==> src/rtl/hazard_ctrl.sv <==
// hazard_ctrl: pipeline hazard controller.
// Drives the PC, IF_ID and ID_EX stall/flush controls. It resolves load-use
// hazards, taken-branch/jump redirects, instruction-fetch wait states and
// multi-cycle MDU occupancy. It also counts stalled cycles for profiling.
//
// Ports
//   clk, rst_n          clock; asynchronous active-low reset
//   id_rs, id_rt        source fields of the instruction in ID
//   id_uses_rt          the ID instruction reads Rt
//   id_jump             the ID instruction is a jump
//   id_mdu_start        the ID instruction starts the MDU
//   ex_mem_read, ex_rt  a load is in EX, and its destination register
//   ex_branch_taken     a branch resolved taken in EX
//   imem_ready          instruction memory delivers a word this cycle
//   stat_clr            synchronous clear of stall_cycles
//   pc_stall            hold the PC
//   if_id_stall         hold IF_ID
//   if_id_flush         load a NOP into IF_ID
//   id_ex_flush         load a bubble into ID_EX
//   mdu_busy            the FSM is in MDU_BUSY (exposes the FSM state)
//   stall_cycles        saturating count of cycles with pc_stall=1
//
// Handshake: the outputs are combinational from the state and the current
// inputs. The pipeline registers sample them on the same rising edge, so the
// response latency is zero cycles.
module hazard_ctrl #(
  parameter int MDU_CYCLES = 4,
  parameter int CNT_W      = 16
) (
  input  logic             clk,
  input  logic             rst_n,
  input  logic [4:0]       id_rs,
  input  logic [4:0]       id_rt,
  input  logic             id_uses_rt,
  input  logic             id_jump,
  input  logic             id_mdu_start,
  input  logic             ex_mem_read,
  input  logic [4:0]       ex_rt,
  input  logic             ex_branch_taken,
  input  logic             imem_ready,
  input  logic             stat_clr,
  output logic             pc_stall,
  output logic             if_id_stall,
  output logic             if_id_flush,
  output logic             id_ex_flush,
  output logic             mdu_busy,
  output logic [CNT_W-1:0] stall_cycles
);

  typedef enum logic {
    S_RUN      = 1'b0,
    S_MDU_BUSY = 1'b1
  } state_t;

  // The start cycle is not counted, and the last busy cycle runs at count 0.
  localparam logic [7:0] MDU_LOAD = 8'(MDU_CYCLES - 2);

  state_t           r_state;
  state_t           w_state_nxt;
  logic [7:0]       r_mdu_cnt;
  logic [7:0]       w_mdu_cnt_nxt;
  logic [CNT_W-1:0] r_stall_cycles;

  logic w_load_use;
  logic w_pc_stall;
  logic w_if_id_stall;
  logic w_if_id_flush;
  logic w_id_ex_flush;

  assign w_load_use = ex_mem_read && (ex_rt != 5'd0) &&
                      ((ex_rt == id_rs) || (id_uses_rt && (ex_rt == id_rt)));

  always_comb begin
    w_state_nxt   = r_state;
    w_mdu_cnt_nxt = r_mdu_cnt;
    w_pc_stall    = 1'b0;
    w_if_id_stall = 1'b0;
    w_if_id_flush = 1'b0;
    w_id_ex_flush = 1'b0;
    case (r_state)
      S_RUN: begin
        if (ex_branch_taken) begin
          w_if_id_flush = 1'b1;
          w_id_ex_flush = 1'b1;
        end else if (w_load_use) begin
          // A start that is held in ID by the bubble starts again next cycle.
          w_pc_stall    = 1'b1;
          w_if_id_stall = 1'b1;
          w_id_ex_flush = 1'b1;
        end else begin
          if (!imem_ready || id_jump) begin
            w_if_id_flush = 1'b1;
            w_pc_stall    = !imem_ready;
          end
          // The MDU instruction leaves ID even during a fetch wait or a jump.
          if (id_mdu_start) begin
            w_state_nxt   = S_MDU_BUSY;
            w_mdu_cnt_nxt = MDU_LOAD;
          end
        end
      end
      S_MDU_BUSY: begin
        if (ex_branch_taken) begin
          // A branch here is a protocol violation. The redirect outputs win,
          // and the MDU count keeps running.
          w_if_id_flush = 1'b1;
          w_id_ex_flush = 1'b1;
        end else begin
          w_pc_stall    = 1'b1;
          w_if_id_stall = 1'b1;
          w_id_ex_flush = 1'b1;
        end
        if (r_mdu_cnt == 8'd0) begin
          w_state_nxt = S_RUN;
        end else begin
          w_mdu_cnt_nxt = r_mdu_cnt - 8'd1;
        end
      end
      default: begin
        w_state_nxt = S_RUN;
      end
    endcase
  end

  always_ff @(posedge clk or negedge rst_n) begin
    if (!rst_n) begin
      r_state   <= S_RUN;
      r_mdu_cnt <= 8'd0;
    end else begin
      r_state   <= w_state_nxt;
      r_mdu_cnt <= w_mdu_cnt_nxt;
    end
  end

  always_ff @(posedge clk or negedge rst_n) begin
    if (!rst_n) begin
      r_stall_cycles <= '0;
    end else if (stat_clr) begin
      r_stall_cycles <= '0;
    end else if (w_pc_stall && (r_stall_cycles != {CNT_W{1'b1}})) begin
      r_stall_cycles <= r_stall_cycles + CNT_W'(1);
    end
  end

  // The controls depend on live inputs. Gating them with rst_n forces them
  // to read zero for the whole reset window.
  assign pc_stall     = w_pc_stall    & rst_n;
  assign if_id_stall  = w_if_id_stall & rst_n;
  assign if_id_flush  = w_if_id_flush & rst_n;
  assign id_ex_flush  = w_id_ex_flush & rst_n;
  assign mdu_busy     = (r_state == S_MDU_BUSY);
  assign stall_cycles = r_stall_cycles;

endmodule

==> config.mk <==
export PLATFORM = sky130hd
export DESIGN_NAME = hazard_ctrl
export DESIGN_NICKNAME = d
export VERILOG_FILES = /design/src/rtl/hazard_ctrl.sv
export SDC_FILE = /design/constraint.sdc
export NUM_CORES = 1
export LEC_CHECK = 0
export CAP_MARGIN = 20
export CORE_ASPECT_RATIO = 0.6
export CORE_MARGIN = 5
export CORE_UTILIZATION = 45
export CTS_CLUSTER_DIAMETER = 60
export CTS_CLUSTER_SIZE = 20
export DETAILED_ROUTE_END_ITERATION = 6
export GPL_ROUTABILITY_DRIVEN = 0
export PLACE_DENSITY = 0.82
export SLEW_MARGIN = 15
export SYNTH_ARGS = -nofsm -noshare
export SYNTH_HDL_FRONTEND = slang
export SYNTH_SLANG_ARGS = --single-unit
==> constraint.sdc <==
create_clock -name clk -period 5.1 [get_ports clk]
set_input_delay 1.02 -clock clk [delete_from_list [all_inputs] [get_ports clk]]
set_output_delay 1.02 -clock clk [all_outputs]
set_load 0.05 [all_outputs]
==> impl_results.md, run 1 <==
* Peak supply drop at about 0.13 mV
* Leak at 0.7969 nW
* First-pass GRT wire length at 6.154 mm
* Synth Flop Type: dfrtp_1
* Layout cells sized above 1 at about 6%
* Post-synth ARST share at 100.0%
* # H-tree levels at 1
* Largest net degree at the start of global routing at 27
* DR vias/cell at approximately 5.6
* Setup TNS at 0 ns
* Area grow syn2layout at 33.71%
* GRT overflow at 0
* Crit path arrival time at ~3.5 ns
* Filler cells at 300
* CTS tree: done
* # hold bufs at CTS at 0
* Required time worst endpoint at 4.08 ns
* Comb pwr share at 37.4%
* CTS Sinks at 25
* Core area at between 3000 and 4000 um2
* Crit Path Max Fanout at 26
* Synth Area per Inst at 9.033 um2
* Syn Std Cell Area at roughly 1600 um2
* Int Pwr at 0.3815 mW
* Count of pins over their slew limit at 0
* Worst-margin pin slew at 0.6692 ns
* Worst r2r path cells at 6
* Initial antenna violation count at 0
* Status: complete, no violations
* Crit. End Element: primary output
* Fin. Hold Viols at 0
* Worst Hold End: r_mdu_cnt[0]
* # Post-CTS Setup Buffers at 0
* Nets at 244
* Synth Register Bits at 25
* Final Skew at 0.001508 ns
* Final worst path period share at 89.29%
* GRT Resource Usage Total at between 10% and 20%
* Post-cts resize count at 0
* IO Pins at 45
* Sequential-to-total area share from yosys stat at about two fifths
* Vias in the first global route at roughly 1,300
* Clock latency on the worst-skew pair at 0.27 ns
* Initial Utilization at between 40% and 50%
* Final setup fails at 0
* Via count at about 1,500
* Hold/Removal Path Class: flop to flop
* Layout Cells excl Fill at 262
* Min cycle time layout at about 4.6 ns
* Starting DRT DRC Count at 90
* Setup WS pre-CTS at approximately 0.54 ns
* Flop2flop setup slack at about 2.8 ns
* Synth area leaders: dfrtp_1, a21oi_1, o31ai_1
* Residual DRC at 0
* Post-route ant nets at 0
* Final WL at 3.701 mm
* Min-delay src: r_mdu_cnt[0]
* Synth top area share at between 40% and 50%
* Worst Slack Setup Final at ~0.55 ns
* Synth area leader: dfrtp_1
* Reg-to-Reg End: stall_cycles[1]
* Row cnt at 16
* Post-synth EDFFs at 0
* Fmax at about 220 MHz
* N_diodes at 0
* Clock root buffer master: clkbuf_8
* Clock network fraction of design power at between 10% and 20%
* Sequential share of power at a little over two fifths
* Routed len/inst at between 10 and 15 um
* Drt pass-1 iters at 4
* CP Launch Type: primary input
* Synth Net Count at 199
* Max-cap viol count at 0
* Switching power at roughly 0.23 mW
* Yosys warnings at 0
* Cell count after synthesis at approximately 170
* WHS Path Cells at 1
* Register area at about 630 um2
* IO buf count at 44
* Worst rel slew slack at a little under three fifths
* Clock Pin Slew Worst Setup and Hold Paths at about 0.09 ns
* Post-synth cell types at 37
* Placed cell count at approximately 260
* Die Ht at about 56 um
* RSZ-0062 raised after global routing: no
* Net Sw Frac at a little under two fifths
* DP HPWL at 2.861 mm
* Crit Path Category: primary input to primary output
* CTS buffer count at 3
* PwrDens at a little under 300 nW/um2
* Clock buffer depth at 2
* Launching point of the worst reg2reg path: stall_cycles[0]
* Die area at 4790 um2
* Die W at approximately 86 um
* Footprint of the multi-input gates at 882.1 um2
==> sequential cells by signal, indices dropped and copies added (netlist names) <==
name          flops
mdu_busy          1
r_mdu_cnt         8
stall_cycles     16
==> area by class of cell <==
cell class	instances	share of cell area, %
well taps	45	2.695
inverters	5	0.8982
flip-flops and latches	25	29.94
clock inverters	1	0.2395
repair buffers	47	22.04
multi-input cells	136	42.22
clock buffers	3	1.976
==> power groups by stage <==
stage                     sequential, mW  combinational [mW]  clock [mW]
after detailed placement           0.264               0.225           0
after global placement             0.264               0.220           0
after floorplan                    0.275               0.144           0
final                              0.261               0.227       0.119
after global routing               0.267               0.252       0.130
after CTS                          0.261               0.226       0.123
==> worst max-delay path, cell delays in order <==
cell and delay, ns:
clkdlybuf4s50_1 0.46, xor2_1 0.19, nor4_2 0.26, a32oi_1 0.22
o21a_4 0.33, nor3b_1 0.20, clkdlybuf4s50_1 0.84
==> cells in the final DEF (no fill, tap or decap), types with 2 or more instances in the layout <==
cell | netlist | routed
o21a_1 | 2 | 2
inv_1 | 5 | 5
o31ai_1 | 12 | 12
dfrtp_1 | 25 | 25
ha_1 | 2 | 2
clkbuf_8 | 0 | 3
or4_1 | 12 | 12
nand3_1 | 11 | 11
nand4_1 | 2 | 2
nand2_1 | 9 | 9
or3_1 | 11 | 11
nor2b_1 | 4 | 4
and2_1 | 3 | 3
buf_4 | 0 | 2
a21oi_1 | 19 | 19
o21ai_0 | 10 | 10
xnor2_1 | 2 | 2
nor3b_1 | 2 | 2
mux2_2 | 3 | 3
xor2_1 | 9 | 9
clkdlybuf4s50_1 | 0 | 44
nor2_1 | 9 | 9
==> synth_stat cells (2+ instances only) <==
cell / n
buf_2: 2
clkbuf_1: 3
or3_1: 11
and2_1: 3
o21ai_0: 10
nand4_1: 2
or4_1: 12
xnor2_1: 2
o31ai_1: 12
nor3b_1: 2
nand3_1: 11
a21oi_1: 19
ha_1: 2
dfrtp_1: 25
nor2b_1: 4
nand2_1: 9
mux2_2: 3
xor2_1: 9
inv_1: 5
o21a_1: 2
nor2_1: 9
==> logic make-up after synthesis <==
family                     after synthesis  share of synthesized area [%]
AOI/OAI and AO/OA                       52                          21.30
buffers and inverters                   12                          3.523
xor gates and xnor gates                11                          6.165
and+or+nand+nor                         68                          25.22
adders and majority gates                2                          1.601
DFF                                     25                          40.03
muxes                                    3                          2.162
==> worst max path at each step <==
| stage | start | to | slack (ns) | depth (start not counted) |
|---|---|---|---|---|
| floorplan | ex_rt[3] | pc_stall | 0.74 | 7 |
| global placement | ex_rt[3] | pc_stall | 0.57 | 7 |
| detailed placement | ex_rt[3] | pc_stall | 0.54 | 7 |
| CTS | ex_rt[3] | pc_stall | 0.53 | 7 |
| global route | ex_rt[3] | pc_stall | 0.41 | 7 |
| finish | ex_rt[3] | pc_stall | 0.55 | 7 |
==> layer usage <==
layer  vias to the layer above  share of wire [%]  GRT usage (%)
met1                       679                 49          23.69
li1                        740                  -              -
met5                         -                  0              0
met2                        51                 41          22.61
met3                         2                9.4          5.473
met4                         0               0.22          2.709
==> per-stage QoR <==
step                      power, mW  hold WS (ns)  utilization (%)  instance area [um2]
after global placement       0.4842        0.5014            61.70                 2038
after detailed placement     0.4895        0.5053            61.70                 2038
after floorplan              0.4195        0.4739                -                 1563
after global routing         0.6488        0.5662            63.26                 2090
after CTS                    0.6103        0.5233            63.11                 2085
final                        0.6073        0.5174            63.26                 2090
Note: power is estimated with default switching activity, not from simulation.
==> inputs of run 2 (changes only) <==
Settings changed: CTS_BUF_LIST from default to sky130_fd_sc_hd__clkbuf_4 sky130_fd_sc_hd__clkbuf_8, CTS_CLUSTER_SIZE 20 to 25.
==> results of run 2 <==
Final layout, timing and power as in run 1 (identical DEF).
==> inputs of run 3 (changes only) <==
Settings changed: DONT_BUFFER_PORTS from default to 1, PLACE_DENSITY 0.82 to 0.66.
==> impl_results.md, run 3 (synthesis results as in run 1) <==
* # Post-CTS Setup Buffers at 0 (unchanged)
* Min cycle time layout at 3.741 ns (-0.8125 ns)
* Vias in the first global route at 1,176 (-8.5%)
* Final WL at 3.782 mm (+2.2%)
* Sequential share of power at 49.6% (+6.6 points)
* # hold bufs at CTS at 0 (unchanged)
* Routed len/inst at 17.59 um (+25%)
* Clock buffer depth at 2 (unchanged)
* Die Ht at 55.65 um (unchanged)
* Required time worst endpoint at 4.08 ns (about the same)
* IO Pins at 45 (unchanged)
* Die area at 4790 um2 (unchanged)
* Worst rel slew slack at 44.11% (-11 points)
* CTS buffer count at 3 (unchanged)
* DR vias/cell at 6.140 (+9.3%)
* Final worst path period share at 73.36% (-16 points)
* N_diodes at 0 (unchanged)
* # H-tree levels at 1 (unchanged)
* Largest net degree at the start of global routing at 30 (+11%)
* Overall power at 0.5709 mW (-6.0%)
* Post-route ant nets at 0 (unchanged)
* Area grow syn2layout at 5.044%
* Post-cts resize count at 0 (unchanged)
* GRT overflow at 0 (unchanged)
* Drt pass-1 iters at 4 (unchanged)
* Int Pwr at 0.3558 mW (-6.7%)
* PwrDens at 347.8 nW/um2 (+20%)
* Clock latency on the worst-skew pair at 0.27 ns (about the same)
* Crit Path Max Fanout at 26 (unchanged)
* DP HPWL at 2.733 mm (-4.5%)
* Setup TNS at 0 ns (unchanged)
* Final Skew at 0.001134 ns (-0.0003736 ns)
* Filler cells at 321 (+7.0%)
* Leading cell types in the layout, fill and taps excluded: dfrtp_1, a21oi_1, or4_1, o31ai_1
* Net Sw Frac at 37.67% (+0.48 points)
* Worst-margin pin slew at 0.8346 ns (+0.1655 ns)
* Starting DRT DRC Count at 105 (+17%)
* Switching power at 0.2151 mW (-4.8%)
* First-pass GRT wire length at 6.030 mm (-2.0%)
* Count of pins over their slew limit at 0 (unchanged)
* Leak at 0.6231 nW (-22%)
* Via count at 1,320 (-10%)
* Initial antenna violation count at 0 (unchanged)
* Final setup fails at 0 (unchanged)
* Peak supply drop at 0.1827 mV (+35%)
* Clock Pin Slew Worst Setup and Hold Paths at 0.09 ns (about the same)
* RSZ-0062 raised after global routing: no
* Core area at 3303 um2 (unchanged)
* Nets at 197 (-19%)
* Status: complete, no violations
* Row cnt at 16 (unchanged)
* CTS tree: done
* Residual DRC at 0 (unchanged)
* Crit path arrival time at 2.72 ns (-0.81 ns)
* Fin. Hold Viols at 0 (unchanged)
* Clock network fraction of design power at 21.7% (+2.1 points)
* Crit. End Element: primary output
* Die W at 86.08 um (unchanged)
* IO buf count at 0 (-100%)
* CTS Sinks at 25 (unchanged)
* CP Launch Type: primary input
* Max reg flops at 16 (unchanged)
* Layout cells sized above 1 at 7.059% (+1.1 points)
* Initial Utilization at 47.31% (unchanged)
* Most common cell after layout, fill and taps aside: dfrtp_1
* GRT Resource Usage Total at 15.71% (-0.28 points)
* Fmax at 267.3 MHz (+22%)
* Comb pwr share at 28.7% (-8.7 points)
* Crit Path Category: primary input to primary output
* Hold/Removal Path Class: primary input to asynchronous set/reset pin
* Clock root buffer master: clkbuf_8
* Max-cap viol count at 0 (unchanged)
==> run 3: power by group through the flow <==
stage / Sequential (mW) / Combinational [mW] / Clock (mW)
CTS: 0.282 / 0.162 / 0.130
global route: 0.289 / 0.186 / 0.137
global placement: 0.283 / 0.155 / 0
detailed placement: 0.285 / 0.162 / 0
floorplan: 0.275 / 0.144 / 0
finish: 0.283 / 0.164 / 0.124
==> run 3: final cells by class <==
cell class / count / area (um2) / area share (%)
multi-input cells: 136 / 892.1 / 54.34
flip-flops and latches: 25 / 625.6 / 38.11
inverters: 5 / 18.77 / 1.143
well taps: 45 / 56.30 / 3.430
clock buffers: 4 / 48.80 / 2.973
==> run 3: worst paths after layout <==
path | startpoint | end | slack (ns) | cells after the start
max in group asynchronous | rst_n | r_mdu_cnt[6] | 4.59 | 0
worst max-delay path | ex_rt[3] | pc_stall | 1.36 | 5
worst max register to register | stall_cycles[0] | stall_cycles[1] | 2.41 | 6
min in group clk | r_mdu_cnt[0] | r_mdu_cnt[0] | 0.52 | 1
worst min-delay path | rst_n | r_mdu_cnt[1] | 0.44 | 0
worst min register to register | r_mdu_cnt[0] | r_mdu_cnt[0] | 0.52 | 1
==> run 3: worst max-delay path, cell delays in order <==
cell,delay [ns]
xor2_1,0.15
nor4_2,0.26
a32oi_1,0.23
o21a_4,0.34
nor3b_2,0.71
==> run 3: through the flow <==
stage          hold WS [ns]  cells  utilization [%]  setup WS, ns  cell area, um2
3_3_place_gp         0.5004    211            48.07         1.410            1588
6_report             0.4367    215            49.70         1.359            1642
3_5_place_dp         0.5092    211            48.07         1.392            1588
5_1_grt              0.4146    215            49.70         1.269            1642
2_1_floorplan        0.4739    173                -        0.7417            1563
4_1_cts              0.4254    215            49.55         1.381            1637
==> run 3: layer usage <==
metal / GRT usage [%] / up-vias / routed length, um
met5: 0 / - / 0
met4: 2.032 / 0 / 8
met3: 5.769 / 2 / 254
met2: 24.59 / 29 / 1798
met1: 21.26 / 646 / 1720
li1: - / 643 / -
